File: config.mk
export PLATFORM = sky130hd
export DESIGN_NAME = tlb_op_ctrl
export DESIGN_NICKNAME = d
export VERILOG_FILES = /design/src/rtl/tlb_op_ctrl.sv
export SDC_FILE = /design/constraint.sdc
export NUM_CORES = 1
export LEC_CHECK = 0
export CORE_AREA = 4 4 188 190
export CTS_CLUSTER_DIAMETER = 150
export CTS_CLUSTER_SIZE = 28
export DETAILED_ROUTE_END_ITERATION = 16
export DIE_AREA = 0 0 192 194
export PLACE_DENSITY = 0.59
export SLEW_MARGIN = 0
export SYNTH_ARGS = -nofsm -noshare
export SYNTH_HDL_FRONTEND = slang
export SYNTH_SLANG_ARGS = --single-unit
File: constraint.sdc
create_clock -name clk -period 6.28 [get_ports clk]
set_input_delay 1.256 -clock clk [delete_from_list [all_inputs] [get_ports clk]]
set_output_delay 1.256 -clock clk [all_outputs]
set_load 0.1 [all_outputs]
File: src/rtl/tlb_op_ctrl.sv
// Privileged TLB instruction sequencer: drives the TLB array's read, write,
// flush and borrowed search-1 ports for TLBSRCH/TLBRD/TLBWR/TLBFILL/INVTLB.
module tlb_op_ctrl #(
  parameter int TLBNUM     = 16,
  parameter int TLBNUMSIZE = 4,
  parameter int PT_W       = 26
) (
  input  logic                  clk,
  input  logic                  reset,
  input  logic                  op_valid,
  output logic                  op_ready,
  input  logic [2:0]            op_code,
  input  logic                  op_cancel,
  input  logic [4:0]            inv_op,
  input  logic [9:0]            inv_asid,
  input  logic [18:0]           inv_va,
  input  logic [TLBNUMSIZE-1:0] csr_index,
  input  logic [5:0]            csr_ps,
  input  logic                  csr_ne,
  input  logic [18:0]           csr_vppn,
  input  logic [9:0]            csr_asid,
  input  logic                  csr_g,
  input  logic [PT_W-1:0]       csr_pt0,
  input  logic [PT_W-1:0]       csr_pt1,
  output logic                  srch_req,
  input  logic                  srch_gnt,
  output logic [18:0]           srch_vppn,
  output logic [9:0]            srch_asid,
  output logic                  srch_odd,
  input  logic [TLBNUMSIZE-1:0] s1_index,
  input  logic                  s1_ne,
  output logic [TLBNUMSIZE-1:0] r_index,
  input  logic [5:0]            r_ps,
  input  logic [9:0]            r_asid,
  input  logic                  r_ne,
  input  logic                  r_g,
  input  logic [18:0]           r_vppn,
  input  logic [PT_W-1:0]       r_phytran0,
  input  logic [PT_W-1:0]       r_phytran1,
  output logic                  we,
  output logic [TLBNUMSIZE-1:0] w_index,
  output logic [5:0]            w_ps,
  output logic                  w_ne,
  output logic [9:0]            w_asid,
  output logic [18:0]           w_vppn,
  output logic                  w_g,
  output logic [PT_W-1:0]       w_phytran0,
  output logic [PT_W-1:0]       w_phytran1,
  output logic                  fe,
  output logic [9:0]            f_asid,
  output logic [18:0]           f_va,
  output logic [2:0]            f_op,
  output logic                  resp_valid,
  output logic [2:0]            resp_code,
  output logic [TLBNUMSIZE-1:0] res_index,
  output logic                  res_ne,
  output logic [5:0]            res_ps,
  output logic [9:0]            res_asid,
  output logic [18:0]           res_vppn,
  output logic                  res_g,
  output logic [PT_W-1:0]       res_pt0,
  output logic [PT_W-1:0]       res_pt1,
  output logic                  inv_err,
  output logic                  refetch
);

  typedef enum logic [2:0] {
    S_IDLE, S_SRCH, S_RD, S_WR, S_FILL, S_INV, S_DONE
  } state_t;

  state_t state, state_n;

  logic [TLBNUMSIZE-1:0] fill_ctr;

  // Operand registers, loaded on acceptance; pure data, so no reset.
  logic [2:0]            code_p0;
  logic [4:0]            inv_op_p0;
  logic [9:0]            inv_asid_p0;
  logic [18:0]           inv_va_p0;
  logic [TLBNUMSIZE-1:0] index_p0;
  logic [5:0]            ps_p0;
  logic                  ne_p0;
  logic [18:0]           vppn_p0;
  logic [9:0]            asid_p0;
  logic                  g_p0;
  logic [PT_W-1:0]       pt0_p0;
  logic [PT_W-1:0]       pt1_p0;

  logic accept, cap_srch, cap_rd, cap_w, cap_clr, inv_bad;

  assign srch_odd = 1'b0;
  assign accept   = (state == S_IDLE) && op_valid && !op_cancel;
  assign inv_bad  = (inv_op_p0 > 5'd6);

  always_ff @(posedge clk) begin
    if (reset) begin
      state    <= S_IDLE;
      fill_ctr <= '0;
    end else begin
      state    <= state_n;
      fill_ctr <= (fill_ctr == TLBNUMSIZE'(TLBNUM - 1)) ? '0 : fill_ctr + 1'b1;
    end
  end

  always_ff @(posedge clk) begin
    if (accept) begin
      code_p0     <= op_code;
      inv_op_p0   <= inv_op;
      inv_asid_p0 <= inv_asid;
      inv_va_p0   <= inv_va;
      index_p0    <= csr_index;
      ps_p0       <= csr_ps;
      ne_p0       <= csr_ne;
      vppn_p0     <= csr_vppn;
      asid_p0     <= csr_asid;
      g_p0        <= csr_g;
      pt0_p0      <= csr_pt0;
      pt1_p0      <= csr_pt1;
    end
  end

  always_comb begin
    state_n    = state;
    op_ready   = 1'b0;
    srch_req   = 1'b0;
    srch_vppn  = '0;
    srch_asid  = '0;
    r_index    = '0;
    we         = 1'b0;
    w_index    = '0;
    w_ps       = '0;
    w_ne       = 1'b0;
    w_asid     = '0;
    w_vppn     = '0;
    w_g        = 1'b0;
    w_phytran0 = '0;
    w_phytran1 = '0;
    fe         = 1'b0;
    f_asid     = '0;
    f_va       = '0;
    f_op       = '0;
    resp_valid = 1'b0;
    resp_code  = '0;
    inv_err    = 1'b0;
    refetch    = 1'b0;
    cap_srch   = 1'b0;
    cap_rd     = 1'b0;
    cap_w      = 1'b0;
    cap_clr    = 1'b0;
    case (state)
      S_IDLE: begin
        op_ready = 1'b1;
        if (accept) begin
          case (op_code)
            3'd0:    state_n = S_SRCH;
            3'd1:    state_n = S_RD;
            3'd2:    state_n = S_WR;
            3'd3:    state_n = S_FILL;
            3'd4:    state_n = S_INV;
            default: begin
              state_n = S_DONE;
              cap_clr = 1'b1;
            end
          endcase
        end
      end
      S_SRCH: begin
        srch_req  = 1'b1;
        srch_vppn = vppn_p0;
        srch_asid = asid_p0;
        if (op_cancel) begin
          state_n = S_IDLE;
        end else if (srch_gnt) begin
          cap_srch = 1'b1;
          state_n  = S_DONE;
        end
      end
      S_RD: begin
        r_index = index_p0;
        cap_rd  = !op_cancel;
        state_n = op_cancel ? S_IDLE : S_DONE;
      end
      S_WR, S_FILL: begin
        we         = !op_cancel && !reset;
        w_index    = (state == S_WR) ? index_p0 : fill_ctr;
        w_ps       = ps_p0;
        w_ne       = ne_p0;
        w_asid     = asid_p0;
        w_vppn     = vppn_p0;
        w_g        = g_p0;
        w_phytran0 = pt0_p0;
        w_phytran1 = pt1_p0;
        cap_w      = !op_cancel;
        state_n    = op_cancel ? S_IDLE : S_DONE;
      end
      S_INV: begin
        // Out-of-range INVTLB ops never reach the array; they raise INE at DONE.
        fe      = !op_cancel && !reset && !inv_bad;
        f_op    = inv_op_p0[2:0];
        f_asid  = inv_asid_p0;
        f_va    = inv_va_p0;
        state_n = op_cancel ? S_IDLE : S_DONE;
      end
      S_DONE: begin
        resp_valid = 1'b1;
        resp_code  = code_p0;
        inv_err    = (code_p0 == 3'd4) && inv_bad;
        refetch    = (code_p0 == 3'd2) || (code_p0 == 3'd3) ||
                     ((code_p0 == 3'd4) && !inv_bad);
        state_n    = S_IDLE;
      end
      default: state_n = S_IDLE;
    endcase
  end

  always_ff @(posedge clk) begin
    if (reset || cap_clr) begin
      res_index <= '0;
      res_ne    <= 1'b0;
      res_ps    <= '0;
      res_asid  <= '0;
      res_vppn  <= '0;
      res_g     <= 1'b0;
      res_pt0   <= '0;
      res_pt1   <= '0;
    end else if (cap_srch) begin
      res_ne <= s1_ne;
      if (!s1_ne) res_index <= s1_index;
    end else if (cap_rd) begin
      res_ne   <= r_ne;
      res_ps   <= r_ne ? '0 : r_ps;
      res_asid <= r_ne ? '0 : r_asid;
      res_vppn <= r_ne ? '0 : r_vppn;
      res_g    <= r_ne ? 1'b0 : r_g;
      res_pt0  <= r_ne ? '0 : r_phytran0;
      res_pt1  <= r_ne ? '0 : r_phytran1;
    end else if (cap_w) begin
      res_index <= w_index;
    end
  end

endmodule

==> summary.md, run 1 <==
| Metric | Value |
|---|---|
| Status | `finished clean` |
| YS warnings | `0` |
| Die X | `192 µm` |
| Via/cell ratio | `4.40` |
| Fmax | `191 MHz` |
| Hpwl dp | `25400 µm` |
| Slew Limit Fails | `0` |
| Cell Area, Placed | `14600 µm²` |
| Worst-skew pair later-pin latency | `490 ps` |
| GRT Residual Overflow | `0` |
| CTS tree | `done` |
| CTS resizes | `0` |
| CTS buffer count | `12` |
| Hold buffer count at cts | `0` |
| Slew @ Worst Pin | `1170 ps` |
| Total number of vias | `7474` |
| Clock sinks | `230` |
| Ys async rst share | `0%` |
| Syn Inst Count | `793` |
| First-pass GRT wire length | `47900 µm` |
| VDD IR max | `0.150 mV` |
| Remaining routing DRC violations | `0` |
| I/O Buffers | `489` |
| Root Buffer | `clkbuf_16` |
| Max FO, Critical Path | `57` |
| Total GRT Usage | `16.8%` |
| Leakage | `4.93 nW` |
| # nets final | `1471` |
| Core area | `33400 µm²` |
| PD cells | `235 nW/µm²` |
| Max Cap Viol | `0` |
| Crit path arrival time | `3970 ps` |
| Worst hold margin | `456 ps` |
| Post-synth net total | `1023` |
| H-tree Lvls | `1` |
| Post-synthesis register bit count | `230` |
| Routed wire length | `33900 µm` |
| Worst path required time | `5020 ps` |
| DR WL/cell | `20.0 µm` |
| Die Y | `194 µm` |
| Initial antenna violation count | `6` |
| Final hold vios | `0` |
| Mean Syn Cell Area | `11.8 µm²` |
| Post-CTS repair timing setup buffer count | `0` |
| Netlist cell types | `45` |
| Final period util | `83.2%` |
| Fin area | `15000 µm²` |
| First-pass iteration count of the detailed router | `4` |
| Clock transition at the registers of the reported paths | `120 ps` |
| Final setup viols | `0` |
| Post-Syn Area | `9380 µm²` |
| Sequential share of the synthesized area | `63.0%` |
| Layout cells sized above 1 | `6.50%` |
| Area grow syn2layout | `59.9%` |
| Die ar. | `37200 µm²` |
| Worst hold path class | `reg -> reg` |
| Gp weighted congestion | `0.812` |
| RSZ-0062 raised after global routing | `no` |
| Setup TNS | `0 ps` |
| Setup CP Type | `reg -> out` |
| Largest net degree at the start of global routing | `131` |
| Number of cell rows | `67` |
| Starting Density | `28.0%` |
| CP startpoint kind | `register` |
| Most used DFF post-synth | `edfxtp_1` |
| Final antenna-violating net count | `0` |
| Clock buffer depth | `3` |
| Clock Skews | `32.7 ps` |
| Period minus WS final | `5230 ps` |
| Crit end category | `output pin` |
| Worst slew margin | `21.7%` |
| Vias in the first global route | `7260` |
| DR iter-0 viols | `318` |
| EDFF count, synth | `130` |
| Top Ports | `491` |
-- routing by layer --
layer	vias to the layer above	track usage (%)	part of all wire (%)
li1	3628	-	-
met1	3525	18.6	37
met2	274	30.5	51
met3	39	5.96	9.2
met4	8	4.52	2.6
met5	-	0	0.14
-- critical path, stage by stage, from the launching register on --
cell and delay [ps]:
dfxtp_1 640, nor2b_1 430, a21o_2 550, buf_4 480
and2_1 200, clkdlybuf4s50_1 1130
-- final timing paths --
check | endpoint | start | slack [ps] | depth (start not counted)
setup reg to reg | res_pt1[21] | state[1] | 3370 | 4
setup / recovery | w_phytran0[23] | state[0] | 1050 | 5
hold reg to reg | res_pt1[7] | res_pt1[7] | 460 | 2
hold / removal | res_pt1[7] | res_pt1[7] | 460 | 2
-- cell type report --
class / count / area (µm²)
antenna: 2 / 5.00
fill: 3084 / 18500
clock buffer: 19 / 348
tap: 448 / 561
sequential: 230 / 5910
timing repair buffer: 495 / 4960
multi-input combinational: 500 / 3180
inverter: 2 / 7.51
clock inverter: 1 / 30.0
-- synth_stat cells (all sizes together) (2+ instances only) --
| library cell | number | area share (%) |
|---|---|---|
| nor3b | 3 | 0.41 |
| o22ai | 4 | 0.27 |
| nor4 | 2 | 0.29 |
| nor3 | 2 | 0.11 |
| clkbuf | 24 | 0.96 |
| dfxtp | 100 | 21 |
| a21oi | 97 | 6.8 |
| a32o | 4 | 0.43 |
| nor2b | 4 | 0.27 |
| nand2 | 92 | 3.7 |
| and2 | 153 | 10 |
| and3 | 14 | 0.93 |
| nand3b | 88 | 7.0 |
| nand3 | 7 | 0.43 |
| inv | 2 | 0.080 |
| and3b | 2 | 0.19 |
| o211ai | 2 | 0.16 |
| a21boi | 3 | 0.24 |
| edfxtp | 130 | 42 |
| nand2b | 3 | 0.20 |
| nor2 | 6 | 0.27 |
| buf | 37 | 2.8 |
-- registers in the layout, indices dropped and copies added (netlist names), 5 cells and up --
signal and flops:
asid_p0 10, inv_asid_p0 10, inv_op_p0 5, inv_va_p0 19
ps_p0 6, pt0_p0 26, pt1_p0 26, res_asid 10
res_ps 6, res_pt0 26, res_pt1 26, res_vppn 19
vppn_p0 19
-- stage by stage --
| stage | cells | setup WS [ps] | power (W) | util [%] |
|---|---|---|---|---|
| 6_report | 1697 | 1050 | 0.00352 | 44.8 |
| 5_1_grt | 1697 | 728 | 0.00366 | 44.8 |
| 4_1_cts | 1695 | 999 | 0.00358 | 44.8 |
| 3_5_place_dp | 1675 | 1550 | 0.00265 | 43.7 |
| 3_3_place_gp | 1675 | 1650 | 0.00265 | 43.7 |
| 2_1_floorplan | 793 | -241 | 0.00235 | - |
-- layout by cell type (no fill, tap or decap), drive strengths merged, types with 2 or more instances in the layout --
master / n
nand3: 7
diode: 2
o22ai: 4
nor4: 2
a21oi: 97
nand2b: 3
nand2: 92
and2: 153
and3b: 2
and3: 14
nor3b: 3
edfxtp: 130
buf: 7
nor2: 6
clkdlybuf4s50: 488
inv: 2
a21boi: 3
dfxtp: 100
nor3: 2
o211ai: 2
a32o: 4
clkbuf: 19
nor2b: 4
nand3b: 88
-- power breakdown --
| group | internal, W | switching (W) | leakage, nW |
|---|---|---|---|
| registers | 0.00167 | 0.0000335 | 2.01 |
| clock network | 0.000398 | 0.000512 | 0.179 |
| logic | 0.000278 | 0.000629 | 2.74 |
-- cell families after synthesis --
kind of cell / count (synthesis) / synth area share [%]
other: 1 / 0.0400
adders and majority gates: 1 / 0.133
buffers and inverters: 63 / 3.86
and+or+nand+nor: 378 / 24.2
muxes: 1 / 0.120
xor gates and xnor gates: 1 / 0.0934
DFF: 230 / 63.0
AOI/OAI and AO/OA: 118 / 8.59
(Power assumes the default switching activity.)
==> inputs of run 2 (changes only) <==
==> constraint.sdc (replaced) <==
create_clock -name clk -period 4.48 [get_ports clk]
set_input_delay 0.896 -clock clk [delete_from_list [all_inputs] [get_ports clk]]
set_output_delay 0.896 -clock clk [all_outputs]
set_load 0.1 [all_outputs]
==> run 2 against run 1 <==
Net effect:
- non-clock buffer count grew 1
- clock power grew 40%
- register-to-register slack got worse by 1600 ps
- die area stayed put
- critical path depth unchanged
- worst hold slack better by 1.4 ps
- core utilization fell by 1.2 points
- cell area decreased by 2.7%
- critical path type unchanged
==> summary.md, run 2 (synthesized netlist as in run 1, its figures left out) <==
| Metric | Value |
|---|---|
| Status | `finished clean (unchanged)` |
| Hpwl dp | `25400 µm (about the same)` |
| Max FO, Critical Path | `90 (was 57)` |
| M1 WL | `12700 µm (about the same)` |
| VDD IR max | `0.233 mV (was 0.150 mV)` |
| Metal3 WL | `2880 µm (was 3110 µm)` |
| PD cells | `337 nW/µm² (was 235 nW/µm²)` |
| Number of cell rows | `67 (unchanged)` |
| Endpoint, Worst Hold | `res_pt1[22] (was res_pt1[7])` |
| I/O Buffers | `489 (unchanged)` |
| Clock transition at the registers of the reported paths | `120 ps (about the same)` |
| Die X | `192 µm (unchanged)` |
| DR WL/cell | `20.0 µm (about the same)` |
| Hold Crit Depth | `2 (unchanged)` |
| Hold Crit Start | `res_pt1[22] (was res_pt1[7])` |
| Leakage | `5.27 nW (was 4.93 nW)` |
| PnR worst setup slack | `657 ps (was 1050 ps)` |
| Layout cells sized above 1 | `20.0% (was 6.50%)` |
| Root Buffer | `clkbuf_16 (unchanged)` |
| Slew @ Worst Pin | `1200 ps (was 1170 ps)` |
| H-tree Lvls | `1 (unchanged)` |
| CP startpoint kind | `register (unchanged)` |
| Remaining routing DRC violations | `0 (unchanged)` |
| Non-Filler Instances | `1699 (was 1697)` |
| R2R cell count | `4 (unchanged)` |
| Total number of vias | `7504 (was 7474)` |
| Final antenna-violating net count | `0 (unchanged)` |
| CTS buffer count | `12 (unchanged)` |
| Clock Skews | `26.2 ps (was 32.7 ps)` |
| Worst hold path class | `reg -> reg (unchanged)` |
| Worst-skew pair later-pin latency | `490 ps (about the same)` |
| Period minus WS final | `3820 ps` |
| Hold buffer count at cts | `0 (unchanged)` |
| Die ar. | `37200 µm² (unchanged)` |
| Final period util | `85.3%` |
| Worst slew margin | `20.2% (was 21.7%)` |
| Slew Limit Fails | `0 (unchanged)` |
| Max layer used | `met4 (was met5)` |
| Max Cap Viol | `0 (unchanged)` |
| Crit path arrival time | `2930 ps (was 3970 ps)` |
| Post-CTS repair timing setup buffer count | `0 (unchanged)` |
| Vias in the first global route | `7334 (was 7260)` |
| Final hold vios | `0 (unchanged)` |
| Total GRT Usage | `16.9% (was 16.8%)` |
| Via/cell ratio | `4.42 (was 4.40)` |
| Top Ports | `491 (unchanged)` |
| Cell Area, Placed | `14200 µm² (was 14600 µm²)` |
| Die Y | `194 µm (unchanged)` |
| DR iter-0 viols | `380 (was 318)` |
| Setup CP Type | `reg -> out (unchanged)` |
| Pre-CTS setup slack | `1160 ps (was 1550 ps)` |
| Reg-to-reg slack, setup | `1730 ps (was 3370 ps)` |
| Crit end category | `output pin (unchanged)` |
| Fin area | `14600 µm² (was 15000 µm²)` |
| PnR Total Power | `0.00491 W (was 0.00352 W)` |
| Placed Instances | `1676 (was 1675)` |
| Initial antenna violation count | `4 (was 6)` |
| GRT Residual Overflow | `0 (unchanged)` |
| CTS resizes | `0 (unchanged)` |
| Commonest non-fill, non-tap cells in the layout | `320 x clkdlybuf4s50_1, 172 x buf_4, 153 x and2_1, 130 x edfxtp_1, 100 x dfxtp_1 (was 488 x clkdlybuf4s50_1, 153 x and2_1, 130 x edfxtp_1, 100 x dfxtp_1, 92 x nand2_1)` |
| Commonest non-fill, non-tap cell in the layout | `clkdlybuf4s50_1 (unchanged)` |
| # nets final | `1472 (was 1471)` |
| Worst r2r dst | `res_pt1[15] (was res_pt1[21])` |
| Worst path required time | `3580 ps (was 5020 ps)` |
| Starting Density | `28.0% (unchanged)` |
| Core area | `33400 µm² (unchanged)` |
| Met2 routed WL | `17500 µm (was 17200 µm)` |
| Area grow syn2layout | `55.6% (was 59.9%)` |
| Clock buffer depth | `3 (unchanged)` |
| CTS tree | `done (unchanged)` |
| Fmax | `262 MHz` |
| First-pass GRT wire length | `48300 µm (was 47900 µm)` |
| Routed wire length | `34000 µm (was 33900 µm)` |
| RSZ-0062 raised after global routing | `no (unchanged)` |
| Gp weighted congestion | `0.784 (was 0.812)` |
| Final setup viols | `0 (unchanged)` |
| Setup TNS | `0 ps (unchanged)` |
| Clock sinks | `230 (unchanged)` |
| First-pass iteration count of the detailed router | `4 (unchanged)` |
| Reg2reg start | `state[1] (unchanged)` |
| Largest net degree at the start of global routing | `131 (unchanged)` |
[run 2: cell count changes in the layout (fill, tap and decap cells not counted), sizes merged]
cell,change
buf,+169
clkbuf,-1
diode,+2
clkdlybuf4s50,-168
[run 2: where the power goes]
part / switching (W) / internal [W] / total, W / leakage (nW)
clock network: 0.000716 / 0.000555 / 0.00127 / 0.178
logic: 0.000885 / 0.000369 / 0.00125 / 3.08
registers: 0.0000473 / 0.00234 / 0.00239 / 2.01
total: 0.00165 / 0.00327 / 0.00491 / 5.27
[run 2: per-stage QoR]
| step | hold WS [ps] | utilization [%] |
|---|---|---|
| detailed placement | 446 | 42.5 |
| CTS | 458 | 43.6 |
| global placement | 437 | 42.5 |
| floorplan | 465 | - |
| global route | 473 | 43.6 |
| finish | 457 | 43.6 |
[run 2: how the worst max path moves through the flow]
stage / startpoint / endpoint / cells after the start
after detailed placement: state[0] / w_phytran0[20] / 5
final: state[0] / w_phytran0[20] / 5
after floorplan: op_cancel / res_pt0[0] / 6
after global routing: state[1] / w_phytran0[20] / 4
after global placement: state[0] / w_phytran0[20] / 5
after CTS: state[0] / w_phytran0[20] / 5
[run 2: cell type report]
type                            count  area [µm²]
Antenna cell                        4        10.0
Clock buffer                       18         344
Clock inverter                      1        30.0
Fill cell                        3181       18900
Inverter                            2        7.51
Multi-Input combinational cell    500        3180
Sequential cell                   230        5910
Tap cell                          448         561
Timing Repair Buffer              496        4560
[run 2: per-layer routing]
layer	up-vias	global-route usage [%]
met5	-	0
met4	0	4.68
met3	34	5.20
met2	282	30.5
met1	3552	19.3
li1	3636	-
[run 2: critical path: stages, from the launching register on]
cell and delay [ps]:
dfxtp_1 640, nor2b_1 440, a21o_2 190, buf_4 530, and2_1 260, buf_4 300
==> inputs of run 3 (changes only) <==
--- a/config.mk
+++ b/config.mk
@@ -5,12 +5,15 @@
 export SDC_FILE = /design/constraint.sdc
 export NUM_CORES = 1
 export LEC_CHECK = 0
-export CORE_AREA = 4 4 188 190
+export CELL_PAD_IN_SITES_DETAIL_PLACEMENT = 1
+export CELL_PAD_IN_SITES_GLOBAL_PLACEMENT = 2
+export CORE_MARGIN = 4
+export CORE_UTILIZATION = 21
 export CTS_CLUSTER_DIAMETER = 150
 export CTS_CLUSTER_SIZE = 28
 export DETAILED_ROUTE_END_ITERATION = 16
-export DIE_AREA = 0 0 192 194
-export PLACE_DENSITY = 0.59
+export PLACE_DENSITY = 0.73
+export SETUP_SLACK_MARGIN = 0.15
 export SLEW_MARGIN = 0
 export SYNTH_ARGS = -nofsm -noshare
 export SYNTH_HDL_FRONTEND = slang
==> run 3 against run 2 <==
Net effect:
- first-iteration DRC count decreased by 22%
- clock skew rose by 1.4 ps
- register-to-register slack improved by 140 ps
- largest cell class unchanged
==> summary.md, run 3 (synthesized netlist as in run 1, its figures left out) <==
| Metric | Value |
|---|---|
| Status | `finished clean (unchanged)` |
| Number of cell rows | `77 (was 67)` |
| DR iter-0 viols | `297 (was 380)` |
| Hold buffer count at cts | `0 (unchanged)` |
| Die ar. | `48100 µm² (was 37200 µm²)` |
| Worst slew margin | `25.5% (was 20.2%)` |
| Total GRT Usage | `14.0% (was 16.9%)` |
| Setup TNS | `0 ps (unchanged)` |
| Routed wire length | `36400 µm (was 34000 µm)` |
| Worst path required time | `3580 ps (about the same)` |
| Final setup viols | `0 (unchanged)` |
| Slew @ Worst Pin | `1110 ps (was 1200 ps)` |
| Die X | `219 µm (was 192 µm)` |
| Commonest non-fill, non-tap cell in the layout | `clkdlybuf4s50_1 (unchanged)` |
| Setup crit start | `state[0] (unchanged)` |
| Worst hold path class | `reg -> reg (unchanged)` |
| Slew Limit Fails | `0 (unchanged)` |
| CTS buffer count | `12 (unchanged)` |
| Final period util | `82.9% (was 85.3%)` |
| Fillers | `4862 (was 3181)` |
| Placed Instances | `1824 (was 1676)` |
| Die Y | `219 µm (was 194 µm)` |
| Reg-to-reg slack, setup | `1870 ps (was 1730 ps)` |
| DR WL/cell | `19.7 µm (was 20.0 µm)` |
| Crit path capture | `w_phytran1[6] (was w_phytran0[20])` |
| Crit end category | `output pin (unchanged)` |
| Final antenna-violating net count | `0 (unchanged)` |
| Remaining routing DRC violations | `0 (unchanged)` |
| Via/cell ratio | `4.17 (was 4.42)` |
| Worst-skew pair later-pin latency | `490 ps (about the same)` |
| Clock transition at the registers of the reported paths | `120 ps (about the same)` |
| Leakage | `5.30 nW (was 5.27 nW)` |
| First-pass iteration count of the detailed router | `6 (was 4)` |
| Non-Filler Instances | `1846 (was 1699)` |
| Hpwl dp | `27000 µm (was 25400 µm)` |
| Area grow syn2layout | `58.0% (was 55.6%)` |
| CTS resizes | `0 (unchanged)` |
| Max FO, Critical Path | `90 (unchanged)` |
| Worst r2r dst | `res_pt1[23] (was res_pt1[15])` |
| VDD IR max | `0.204 mV (was 0.233 mV)` |
| Total number of vias | `7695 (was 7504)` |
| Root Buffer | `clkbuf_16 (unchanged)` |
| RSZ-0062 raised after global routing | `no (unchanged)` |
| Initial antenna violation count | `9 (was 4)` |
| Largest net degree at the start of global routing | `131 (unchanged)` |
| CP startpoint kind | `register (unchanged)` |
| Fin area | `14800 µm² (was 14600 µm²)` |
| Period minus WS final | `3720 ps (was 3820 ps)` |
| Starting Density | `21.2% (was 28.0%)` |
| Max Cap Viol | `0 (unchanged)` |
| Final Util | `33.5% (was 43.6%)` |
| Cell Area, Placed | `14400 µm² (was 14200 µm²)` |
| Fmax | `269 MHz (was 262 MHz)` |
| Commonest non-fill, non-tap cells in the layout | `320 x clkdlybuf4s50_1, 175 x buf_4, 153 x and2_1, 130 x edfxtp_1, 100 x dfxtp_1 (was 320 x clkdlybuf4s50_1, 172 x buf_4, 153 x and2_1, 130 x edfxtp_1, 100 x dfxtp_1)` |
| Layout cells sized above 1 | `20.3% (was 20.0%)` |
| Clock sinks | `230 (unchanged)` |
| Gp weighted congestion | `0.789 (was 0.784)` |
| Clock buffer depth | `3 (unchanged)` |
| Setup CP Type | `reg -> out (unchanged)` |
| GRT Residual Overflow | `0 (unchanged)` |
| Top Ports | `491 (unchanged)` |
| Vias in the first global route | `7873 (was 7334)` |
| Reg2reg start | `state[1] (unchanged)` |
| Crit path arrival time | `2820 ps (was 2930 ps)` |
| I/O Buffers | `489 (unchanged)` |
| H-tree Lvls | `1 (unchanged)` |
| R2R cell count | `4 (unchanged)` |
| First-pass GRT wire length | `51700 µm (was 48300 µm)` |
| Clock Skews | `27.7 ps (was 26.2 ps)` |
| Final hold vios | `0 (unchanged)` |
| Post-CTS repair timing setup buffer count | `0 (unchanged)` |
| PD cells | `335 nW/µm² (was 337 nW/µm²)` |
| CTS tree | `done (unchanged)` |
| # nets final | `1476 (was 1472)` |
| Core area | `44200 µm² (was 33400 µm²)` |
[run 3: changes by cell type in the layout (fill, tap and decap cells not counted)]
| cell | before | now |
|---|---|---|
| buf_4 | 172 | 175 |
| clkbuf_1 | 5 | 6 |
| and3_4 | 0 | 1 |
| and3_2 | 1 | 0 |
| buf_12 | 3 | 4 |
| diode_2 | 4 | 2 |
[run 3: power breakdown]
part           switching, W  total [W]  internal (W)
clock              0.000741    0.00130      0.000559
sequential        0.0000478    0.00239       0.00234
combinational      0.000898    0.00127      0.000375
[run 3: worst min path at each step]
stage                      start           end  slack [ps]  depth (start not counted)
floorplan            fill_ctr[3]   fill_ctr[3]         470                          2
global placement     res_asid[3]   res_asid[3]         440                          2
detailed placement  res_vppn[15]  res_vppn[15]         450                          2
CTS                 res_vppn[15]  res_vppn[15]         460                          2
global route         res_asid[4]   res_asid[4]         480                          2
finish               res_pt1[10]   res_pt1[10]         460                          2
[run 3: stage by stage]
step	hold WS (ps)	setup WS, ps	power [W]
finish	461	764	0.00496
detailed placement	447	1250	0.00373
global route	482	522	0.00518
global placement	439	1310	0.00372
floorplan	465	-1680	0.00329
CTS	464	672	0.00506
[run 3: routing by layer]
layer	vias to the layer above	routed length, µm	share of wire (%)	GRT usage [%]
met1	3703	14100	39	16.1
li1	3634	-	-	-
met2	303	17400	48	24.0
met3	41	4250	12	6.54
met5	-	97	0.27	0
met4	14	541	1.5	2.42
[run 3: cell type report]
| cell class | count | area, µm² | area share (%) |
|---|---|---|---|
| antenna | 2 | 5.00 | 0.0338 |
| clock buffer | 19 | 348 | 2.35 |
| clock inverter | 1 | 30.0 | 0.203 |
| inverter | 2 | 7.51 | 0.0507 |
| multi-input combinational | 500 | 3180 | 21.5 |
| sequential | 230 | 5910 | 39.9 |
| tap | 592 | 741 | 5.00 |
| timing repair buffer | 500 | 4600 | 31.1 |
[run 3: critical path, stage by stage, from the launching register on]
cell,delay (ps)
dfxtp_1,670
nor2b_1,530
a21o_2,240
buf_12,250
and2_1,250
buf_4,310
